<file path="src/rtl/fetch_queue.sv">
// Instruction fetch front end: credit-limited memory requester, in-order response queue and IF/ID register.
// A redirect flushes the queue and drains stale in-flight responses before fetching from the new target.
module fetch_queue #(
  parameter logic [31:0] RESET_PC    = 32'h0000_0000,
  parameter int unsigned QUEUE_DEPTH = 4  // 2, 4 or 8: also the in-flight credit limit
) (
  input  logic        clk,
  input  logic        resetN,
  input  logic        ifIdWrite,
  input  logic        redirectValid,
  input  logic [31:0] redirectTarget,
  output logic        imemReq,
  output logic [31:0] imemAddr,
  input  logic        imemGrant,
  input  logic        imemRespValid,
  input  logic [31:0] imemRespData,
  output logic [31:0] programCounterOut,
  output logic [31:0] instruction,
  output logic        ifIdValid
);

  localparam int unsigned ADDR_W = 32;
  localparam int unsigned CNT_W  = $clog2(QUEUE_DEPTH + 1);
  localparam int unsigned SUM_W  = CNT_W + 1;
  localparam int unsigned PTR_W  = $clog2(QUEUE_DEPTH);

  typedef enum logic {
    ST_FETCH = 1'b0,
    ST_FLUSH = 1'b1
  } state_e;

  typedef struct packed {
    logic [ADDR_W-1:0] pc;
    logic [31:0]       instr;
  } entry_t;

  state_e            state_q, state_d;
  logic [ADDR_W-1:0] pc_q, pc_d;
  logic [CNT_W-1:0]  out_q, out_d;
  logic [CNT_W-1:0]  cnt_q, cnt_d;
  logic [PTR_W-1:0]  head_q, head_d;
  logic [PTR_W-1:0]  tail_q, tail_d;
  logic              req_q, req_d;
  logic [ADDR_W-1:0] addr_q, addr_d;
  logic [ADDR_W-1:0] ifid_pc_q, ifid_pc_d;
  logic [31:0]       ifid_instr_q, ifid_instr_d;
  logic              ifid_valid_q, ifid_valid_d;

  entry_t            entries_q [QUEUE_DEPTH];
  entry_t            head_entry;
  entry_t            push_entry;
  logic              grant_fire;
  logic              resp_fire;
  logic              push;
  logic              pop;
  logic [ADDR_W-1:0] resp_pc;
  logic [ADDR_W-1:0] target_aligned;
  logic [SUM_W-1:0]  credit_used;

  assign grant_fire     = imemGrant && req_q;
  assign resp_fire      = imemRespValid && (out_q != '0);
  assign target_aligned = redirectTarget & 32'hFFFF_FFFC;
  assign head_entry     = entries_q[head_q];

  // In FETCH every outstanding request is contiguous and ends at pc_q - 4, so the oldest
  // one (the one now responding) sits at pc_q - 4*out_q; its IF/ID pc is that plus 4.
  assign resp_pc = pc_q - (ADDR_W'(out_q) << 2) + ADDR_W'(4);

  // State register
  always_ff @(posedge clk or negedge resetN) begin : state_reg
    if (!resetN) begin
      state_q <= ST_FETCH;
    end else begin
      state_q <= state_d;
    end
  end

  // Next state: any redirect or an ongoing flush waits for the in-flight count to drain
  always_comb begin : next_state
    state_d = state_q;
    if (redirectValid || (state_q == ST_FLUSH)) begin
      state_d = (out_d == '0) ? ST_FETCH : ST_FLUSH;
    end
  end

  // Credit accounting, fetch PC, queue pointers and IF/ID next values
  always_comb begin : datapath_next
    out_d        = out_q + CNT_W'(grant_fire) - CNT_W'(resp_fire);
    pc_d         = pc_q;
    push         = resp_fire && (state_q == ST_FETCH) && !redirectValid;
    pop          = !redirectValid && ifIdWrite && (cnt_q != '0);
    cnt_d        = cnt_q;
    head_d       = head_q;
    tail_d       = tail_q;
    ifid_pc_d    = ifid_pc_q;
    ifid_instr_d = ifid_instr_q;
    ifid_valid_d = ifid_valid_q;
    push_entry.pc    = resp_pc;
    push_entry.instr = imemRespData;

    if (redirectValid) begin
      pc_d = target_aligned;
    end else if (grant_fire) begin
      pc_d = pc_q + ADDR_W'(4);
    end

    if (redirectValid) begin
      cnt_d        = '0;
      head_d       = '0;
      tail_d       = '0;
      ifid_pc_d    = '0;
      ifid_instr_d = '0;
      ifid_valid_d = 1'b0;
    end else begin
      cnt_d  = cnt_q + CNT_W'(push) - CNT_W'(pop);
      head_d = head_q + PTR_W'(pop);
      tail_d = tail_q + PTR_W'(push);
      if (ifIdWrite) begin
        if (cnt_q != '0) begin
          ifid_pc_d    = head_entry.pc;
          ifid_instr_d = head_entry.instr;
          ifid_valid_d = 1'b1;
        end else begin
          ifid_pc_d    = '0;
          ifid_instr_d = '0;
          ifid_valid_d = 1'b0;
        end
      end
    end
  end

  // Request outputs are registered from next state: held until granted by construction
  always_comb begin : output_next
    credit_used = SUM_W'(out_d) + SUM_W'(cnt_d);
    req_d       = (state_d == ST_FETCH) && (credit_used < SUM_W'(QUEUE_DEPTH));
    addr_d      = pc_d;
  end

  always_ff @(posedge clk or negedge resetN) begin : ctrl_regs
    if (!resetN) begin
      pc_q         <= RESET_PC;
      out_q        <= '0;
      cnt_q        <= '0;
      head_q       <= '0;
      tail_q       <= '0;
      req_q        <= 1'b0;
      addr_q       <= RESET_PC;
      ifid_pc_q    <= '0;
      ifid_instr_q <= '0;
      ifid_valid_q <= 1'b0;
    end else begin
      pc_q         <= pc_d;
      out_q        <= out_d;
      cnt_q        <= cnt_d;
      head_q       <= head_d;
      tail_q       <= tail_d;
      req_q        <= req_d;
      addr_q       <= addr_d;
      ifid_pc_q    <= ifid_pc_d;
      ifid_instr_q <= ifid_instr_d;
      ifid_valid_q <= ifid_valid_d;
    end
  end

  // Queue payload storage; validity is tracked only by the pointers and count
  always_ff @(posedge clk) begin : queue_store
    if (push) begin
      entries_q[tail_q] <= push_entry;
    end
  end

  assign imemReq           = req_q;
  assign imemAddr          = addr_q;
  assign programCounterOut = ifid_pc_q;
  assign instruction       = ifid_instr_q;
  assign ifIdValid         = ifid_valid_q;

endmodule

</file>
<file path="config.mk">
export PLATFORM = sky130hd
export DESIGN_NAME = fetch_queue
export DESIGN_NICKNAME = d
export VERILOG_FILES = /design/src/rtl/fetch_queue.sv
export SDC_FILE = /design/constraint.sdc
export NUM_CORES = 1
export LEC_CHECK = 0
export ABC_AREA = 1
export CORE_ASPECT_RATIO = 0.5
export CORE_MARGIN = 2
export CORE_UTILIZATION = 50
export CTS_CLUSTER_DIAMETER = 200
export DETAILED_ROUTE_END_ITERATION = 10
export PLACE_DENSITY = 0.71
export SLEW_MARGIN = 20
export SYNTH_ARGS = -nofsm -noshare
export SYNTH_HDL_FRONTEND = slang
export SYNTH_SLANG_ARGS = --single-unit
</file>
<file path="constraint.sdc">
create_clock -name clk -period 12.8 [get_ports clk]
set_clock_uncertainty 0.2 [all_clocks]
set_input_delay 1.92 -clock clk [delete_from_list [all_inputs] [get_ports clk]]
set_output_delay 1.92 -clock clk [all_outputs]
set_load 0.03 [all_outputs]
</file>
==> results of run 1 <==
==> power by group through the flow <==
stage	combinational, mW	sequential, mW	clock [mW]
2_1_floorplan	0.546	1.56	0
3_3_place_gp	0.924	1.48	0
3_5_place_dp	0.945	1.48	0
4_1_cts	0.949	1.46	0.885
5_1_grt	1.06	1.47	0.931
6_report	0.949	1.46	0.866
==> worst reg2reg max path: cells and delay by family, from the launching register on <==
kind,cells,cell delay (ps)
AOI/OAI and AO/OA,1,310
and+or+nand+nor,6,880
DFF,1,410
adders and majority gates,4,1050
buffers and inverters,3,310
==> layer usage <==
layer,vias to the layer above,GRT usage,wire length (um)
met5,-,0,0
met4,0,0.0505,657
met3,47,0.0307,1660
met2,262,0.374,18700
met1,5816,0.307,17900
li1,6023,-,-
==> kinds of logic after synthesis <==
group,after synthesis,synth area share
other,1,0.000224
AOI/OAI and AO/OA,254,0.0861
xor gates and xnor gates,34,0.0178
and+or+nand+nor,764,0.186
buffers and inverters,228,0.0546
DFF,354,0.602
adders and majority gates,69,0.0528
==> metrics by stage <==
step                      hold WS, ps   util  cells
after floorplan                   318      -   1705
after global placement            295  0.567   2253
after detailed placement          293  0.567   2253
after CTS                         313  0.595   2311
after global routing              336  0.596   2311
final                             308  0.596   2311
==> registers in the layout (all words and copies together), names as in the netlist, 2 cells and up <==
| register | cells |
|---|---|
| cnt_q | 3 |
| entries_q | 248 |
| head_q | 2 |
| imemAddr | 30 |
| instruction | 32 |
| out_q | 3 |
| programCounterOut | 31 |
| tail_q | 2 |
==> synthesized netlist by cell type <==
library cell / n / share of area
nand2_1: 415 / 0.093
edfxtp_1: 248 / 0.44
nor2_1: 196 / 0.044
inv_1: 152 / 0.034
o21ai_0: 136 / 0.041
nand3_1: 117 / 0.035
dfrtp_1: 106 / 0.16
ha_1: 66 / 0.049
o22ai_1: 62 / 0.023
clkbuf_1: 40 / 0.0090
xor2_1: 32 / 0.017
a21oi_1: 23 / 0.0069
buf_2: 22 / 0.0066
o211ai_1: 11 / 0.0049
nand4_1: 10 / 0.0037
o21bai_1: 8 / 0.0036
o221ai_1: 8 / 0.0042
nor3_1: 7 / 0.0021
buf_4: 6 / 0.0027
nor2_2: 6 / 0.0022
inv_2: 5 / 0.0011
nand2_2: 4 / 0.0015
fa_1: 3 / 0.0036
nand3_2: 2 / 0.0012
nor2_4: 2 / 0.0013
xnor2_1: 2 / 0.0010
a21o_1: 1 / 0.00045
a22o_1: 1 / 0.00052
a31oi_1: 1 / 0.00037
and2_1: 1 / 0.00037
and3_1: 1 / 0.00037
buf_1: 1 / 0.00022
clkbuf_8: 1 / 0.00082
clkinv_1: 1 / 0.00022
conb_1: 1 / 0.00022
nor3_2: 1 / 0.00060
nor3b_1: 1 / 0.00045
o21ai_2: 1 / 0.00052
o311ai_0: 1 / 0.00052
o31ai_1: 1 / 0.00045
or2_2: 1 / 0.00037
==> area by class of cell <==
cell class	instances	area, sq um	share of cell area
clock buffers	36	795	0.0404
clock inverters	22	133	0.00674
inverters	158	594	0.0302
multi-input cells	1123	5770	0.293
flip-flops and latches	354	10100	0.513
well taps	441	552	0.0280
repair buffers	177	1730	0.0880
==> worst paths after layout <==
check	slack [ps]	start	cells after the start	endpoint
worst min-delay path	310	instruction[5]$_DFFE_PN0P_	2	instruction[5]$_DFFE_PN0P_
worst max register to register	9590	out_q[2]$_DFF_PN0_	14	imemReq$_DFF_PN0_
worst min register to register	310	instruction[5]$_DFFE_PN0P_	2	instruction[5]$_DFFE_PN0P_
min in group asynchronous	1190	resetN	1	instruction[9]$_DFFE_PN0P_
worst max-delay path	7840	ifIdWrite	17	imemReq$_DFF_PN0_
max in group asynchronous	9850	resetN	2	head_q[0]$_DFF_PN0_
==> metrics.txt, run 1 <==
worst skew pair latency=580 ps; power share of the combinational group=0.289; status=finished clean; antenna viol nets, final=0; P_leak=8.28 nW; cells after synthesis=1704; fillers=2817; routability cong.=0.911; hold_buf cts=0; Post-Synthesis Cell Area=16800 sq um; DP Wirelength=23800 um; clk slew on worst S/H paths=70 ps; Final nets=1984; most common cell after layout, fill and taps aside=nand2_1; CP Capture Type=flop; Clock power frac=0.264; internal power=2.16 mW; vias in the first global route=11655; Critical Path Fanout Max=64; CTS tree=yes; Ys Warns=0; area of the die=35100 sq um; DRT Wirelength=38900 um; Worst path most repeated cell=ha_1; post-cts gate resize count=0; CP max stage delay=620 ps; net switching power=1.12 mW; Via-to-Cell Ratio=5.26; Final Total Pwr=3.28 mW; DR pass1 iterations=5; initial DRC count=798; post-route cell area=19700 sq um; CTS Buf Count=31; Sequential Power Share=0.446; Synth Register Bits=354; All-Layer GR Usage=0.221; worst slew pin tran=1010 ps; Worst EP required=13120 ps; Worst Path Arrival=5280 ps; Slew headroom=0.326; max-slew violations=0; Setup WS post-layout=7840 ps; post-DR wirelength/cell=16.8 um; syn avg cell area=9.84 sq um; WP buf/inv=6; share of layout cells above drive strength 1=0.0460; Slowest cell on crit path=buf_4; chip height=133 um; count of cell types in the netlist=41; Setup Buffers After CTS=0; I/O pins=168; Net Sw Frac=0.341; Hold Crit Class=reg2reg; peak supply drop=0.113 mV; post-route minimum period=4960 ps; critical-path cell list=clkdlybuf4s50_1, inv_2, buf_4, nor2_1, nand2_1, inv_2, ha_1, inv_1, ha_1, inv_1, fa_1, and3_1, nor3_1, ha_1, nor3_1, nand2_1, nor2_1; Longest Clk Path Bufs=3; row cnt=47; DP Area=18800 sq um; Starting Density=0.507; PD cells=166 nW/um^2; TNS Setup=0 ps; maxcap violations=0; final hold vios=0; clock root cell=clkbuf_16; largest net degree at the start of global routing=117; Area growth, synth to finish=17.4%; Tcrit/Tclk final=0.388; core area=33000 sq um; Place WS=7220 ps; Largest delay share family, worst path=buffers and inverters; Vias=12148; first-pass GRT wire length=61700 um; commonest cells after routing, fill and taps aside=415 x nand2_1, 248 x edfxtp_1, 196 x nor2_1, 161 x clkdlybuf4s50_1, 151 x inv_1; post-synthesis sequential area ratio=0.602; input/output buffers=163; # H-tree levels=1; Die Span X=263 um; antenna violations before repair=0; antenna cells=0; RSZ-0062 raised after global routing=false; Clock Sink Count=354; Setup crit start kind=input pin; total grt overflow=0; drc violations=0; Max Clk Rate=201 MHz; crit path kind=in2reg; Setup-failing EPs final=0
No activity file was read; power rests on OpenSTA's default activity.
==> run 2: changes to the inputs <==
- PLACE_DENSITY: 0.71 -> 0.74
- clock period: 12.8 -> 4.35 ns (I/O delays scaled with it)
==> run 2 against run 1 <==
Die area is the same. Sequential cell count unchanged. Largest power group unchanged. Hold slack worse by 300 ps. Final cell count grew 0.30%. Sequential share of layout area decreased by 1.1 points. Register-to-register slack got worse by 8500 ps. Clock power increased to 3.8 times the previous value. Routed wire length up 1.6%. Core utilization up 1.2 points. Sequential power rose to 3.0 times the previous value. Via count increased by 2.0%.
==> metrics.txt, run 2 (same netlist as run 1, synthesis figures left out) <==
post-DR wirelength/cell=17.1 um (was 16.8 um); DR pass1 iterations=5 (unchanged); All-Layer GR Usage=0.228 (was 0.221); post-route minimum period=3360 ps; RSZ-0062 raised after global routing=false (unchanged); Area growth, synth to finish=19.9% (was 17.4%); Tcrit/Tclk final=0.773; antenna viol nets, final=0 (unchanged); largest net degree at the start of global routing=79 (was 117); input/output buffers=163 (unchanged); Max Clk Rate=297 MHz; Starting Density=0.507 (unchanged); clk slew on worst S/H paths=60 ps (was 70 ps); clock root cell=clkbuf_16 (unchanged); I/O pins=168 (unchanged); chip height=133 um (unchanged); post-route cell area=20100 sq um (was 19700 sq um); commonest cells after routing, fill and taps aside=415 x nand2_1, 248 x edfxtp_1, 196 x nor2_1, 162 x clkdlybuf4s50_1, 151 x inv_1 (was 415 x nand2_1, 248 x edfxtp_1, 196 x nor2_1, 161 x clkdlybuf4s50_1, 151 x inv_1); CTS tree=yes (unchanged); Critical Path Fanout Max=5 (was 64); Setup Buffers After CTS=0 (unchanged); DRT Wirelength=39600 um (was 38900 um); routability cong.=0.918 (was 0.911); initial DRC count=1057 (was 798); Final nets=1989 (was 1984); antenna violations before repair=1 (was 0); crit path kind=in2reg (unchanged); P_leak=8.46 nW (was 8.28 nW); most common cell after layout, fill and taps aside=nand2_1 (unchanged); DP Area=18800 sq um (about the same); Setup-failing EPs final=0 (unchanged); Final Non-Filler Cells=2318 (was 2311); CP Capture Type=flop (unchanged); Vias=12386 (was 12148); Longest Clk Path Bufs=3 (unchanged); total grt overflow=0 (unchanged); Worst EP required=4600 ps (was 13120 ps); Slew headroom=0.410 (was 0.326); Clock Sink Count=354 (unchanged); vias in the first global route=12093 (was 11655); Die Span X=263 um (unchanged); drc violations=0 (unchanged); Hold Crit Class=in2async (was reg2reg); post-cts gate resize count=0 (unchanged); DP Wirelength=24400 um (was 23800 um); fillers=2668 (was 2817); worst slew pin tran=885 ps (was 1010 ps); hold_buf cts=0 (unchanged); peak supply drop=0.272 mV (was 0.113 mV); final hold vios=0 (unchanged); status=finished clean (unchanged); Worst Path Arrival=3620 ps (was 5280 ps); area of the die=35100 sq um (unchanged); largest register by flop count=entries_q (unchanged); Via-to-Cell Ratio=5.34 (was 5.26); Setup WS post-layout=986 ps (was 7840 ps); row cnt=47 (unchanged); Place WS=453 ps (was 7220 ps); Cells after DPL=2255 (was 2253); number of flip-flops in the largest register=248 (unchanged); worst skew pair latency=540 ps (was 580 ps); CTS Buf Count=34 (was 31); max-slew violations=0 (unchanged); share of layout cells above drive strength 1=0.0544 (was 0.0460); Setup crit start kind=input pin (unchanged); core area=33000 sq um (unchanged); maxcap violations=0 (unchanged); first-pass GRT wire length=63500 um (was 61700 um); PD cells=517 nW/um^2 (was 166 nW/um^2); # H-tree levels=2 (was 1); hold_ws=13.0 ps (was 308 ps)
[run 2: changes by cell type in the layout (fill, tap and decap cells not counted), sizes merged]
cell           delta
buf               +1
bufinv            +7
clkbuf            +5
clkdlybuf4s50     +1
clkinv            -7
clkinvlp          +1
diode             +1
inv               -2
[run 2: final timing paths]
kind	start	to	slack, ps	depth (start not counted)
max	redirectValid	imemReq$_DFF_PN0_	990	16
min	resetN	imemReq$_DFF_PN0_	10	1
max reg2reg	out_q[1]$_DFF_PN0_	imemReq$_DFF_PN0_	1100	14
min reg2reg	programCounterOut[14]$_DFFE_PN0P_	programCounterOut[14]$_DFFE_PN0P_	310	2
max in group asynchronous	resetN	imemAddr[3]$_DFFE_PN0N_	3030	2
min in group clk	programCounterOut[14]$_DFFE_PN0P_	programCounterOut[14]$_DFFE_PN0P_	310	2
[run 2: power by group]
group | switching (mW) | internal, mW
clock network | 1.31 | 1.98
registers | 0.217 | 4.09
logic | 1.84 | 0.946
total | 3.37 | 7.02
[run 2: metrics by stage]
stage	setup TNS, ps	power, mW	util
after floorplan	-405480	6.18	-
after global placement	0	7.08	0.570
after detailed placement	0	7.14	0.570
after CTS	0	10.4	0.608
after global routing	0	10.9	0.608
final	0	10.4	0.608
[run 2: metal layers]
layer  routed length [um]  GRT usage  up-vias  share of wire
met1                17700      0.311     5931           0.45
met4                 1020     0.0765        0          0.026
met2                18600      0.380      341           0.47
li1                     -          -     6048              -
met5                    0          0        -              0
met3                 2250     0.0333       66          0.057
[run 2: area by class of cell]
type / count / area, sq um / share of cell area
Sequential cell: 354 / 10100 / 0.503
Clock inverter: 21 / 320 / 0.0159
Tap cell: 441 / 552 / 0.0275
Timing Repair Buffer: 179 / 1810 / 0.0902
Multi-Input combinational cell: 1123 / 5770 / 0.287
Clock buffer: 41 / 940 / 0.0468
Inverter: 158 / 594 / 0.0296
Antenna cell: 1 / 2.50 / 0.000125
[run 2: worst max-delay path, cell delays in order]
cell and delay (ps):
clkdlybuf4s50_1 460, nor2_1 130, inv_1 60, nor2_1 170, inv_1 160, ha_1 300
inv_1 70, ha_1 150, inv_1 50, fa_1 370, and3_1 180, nor3_1 230
ha_1 290, nor3_1 180, nand2_1 70, nor2_1 100
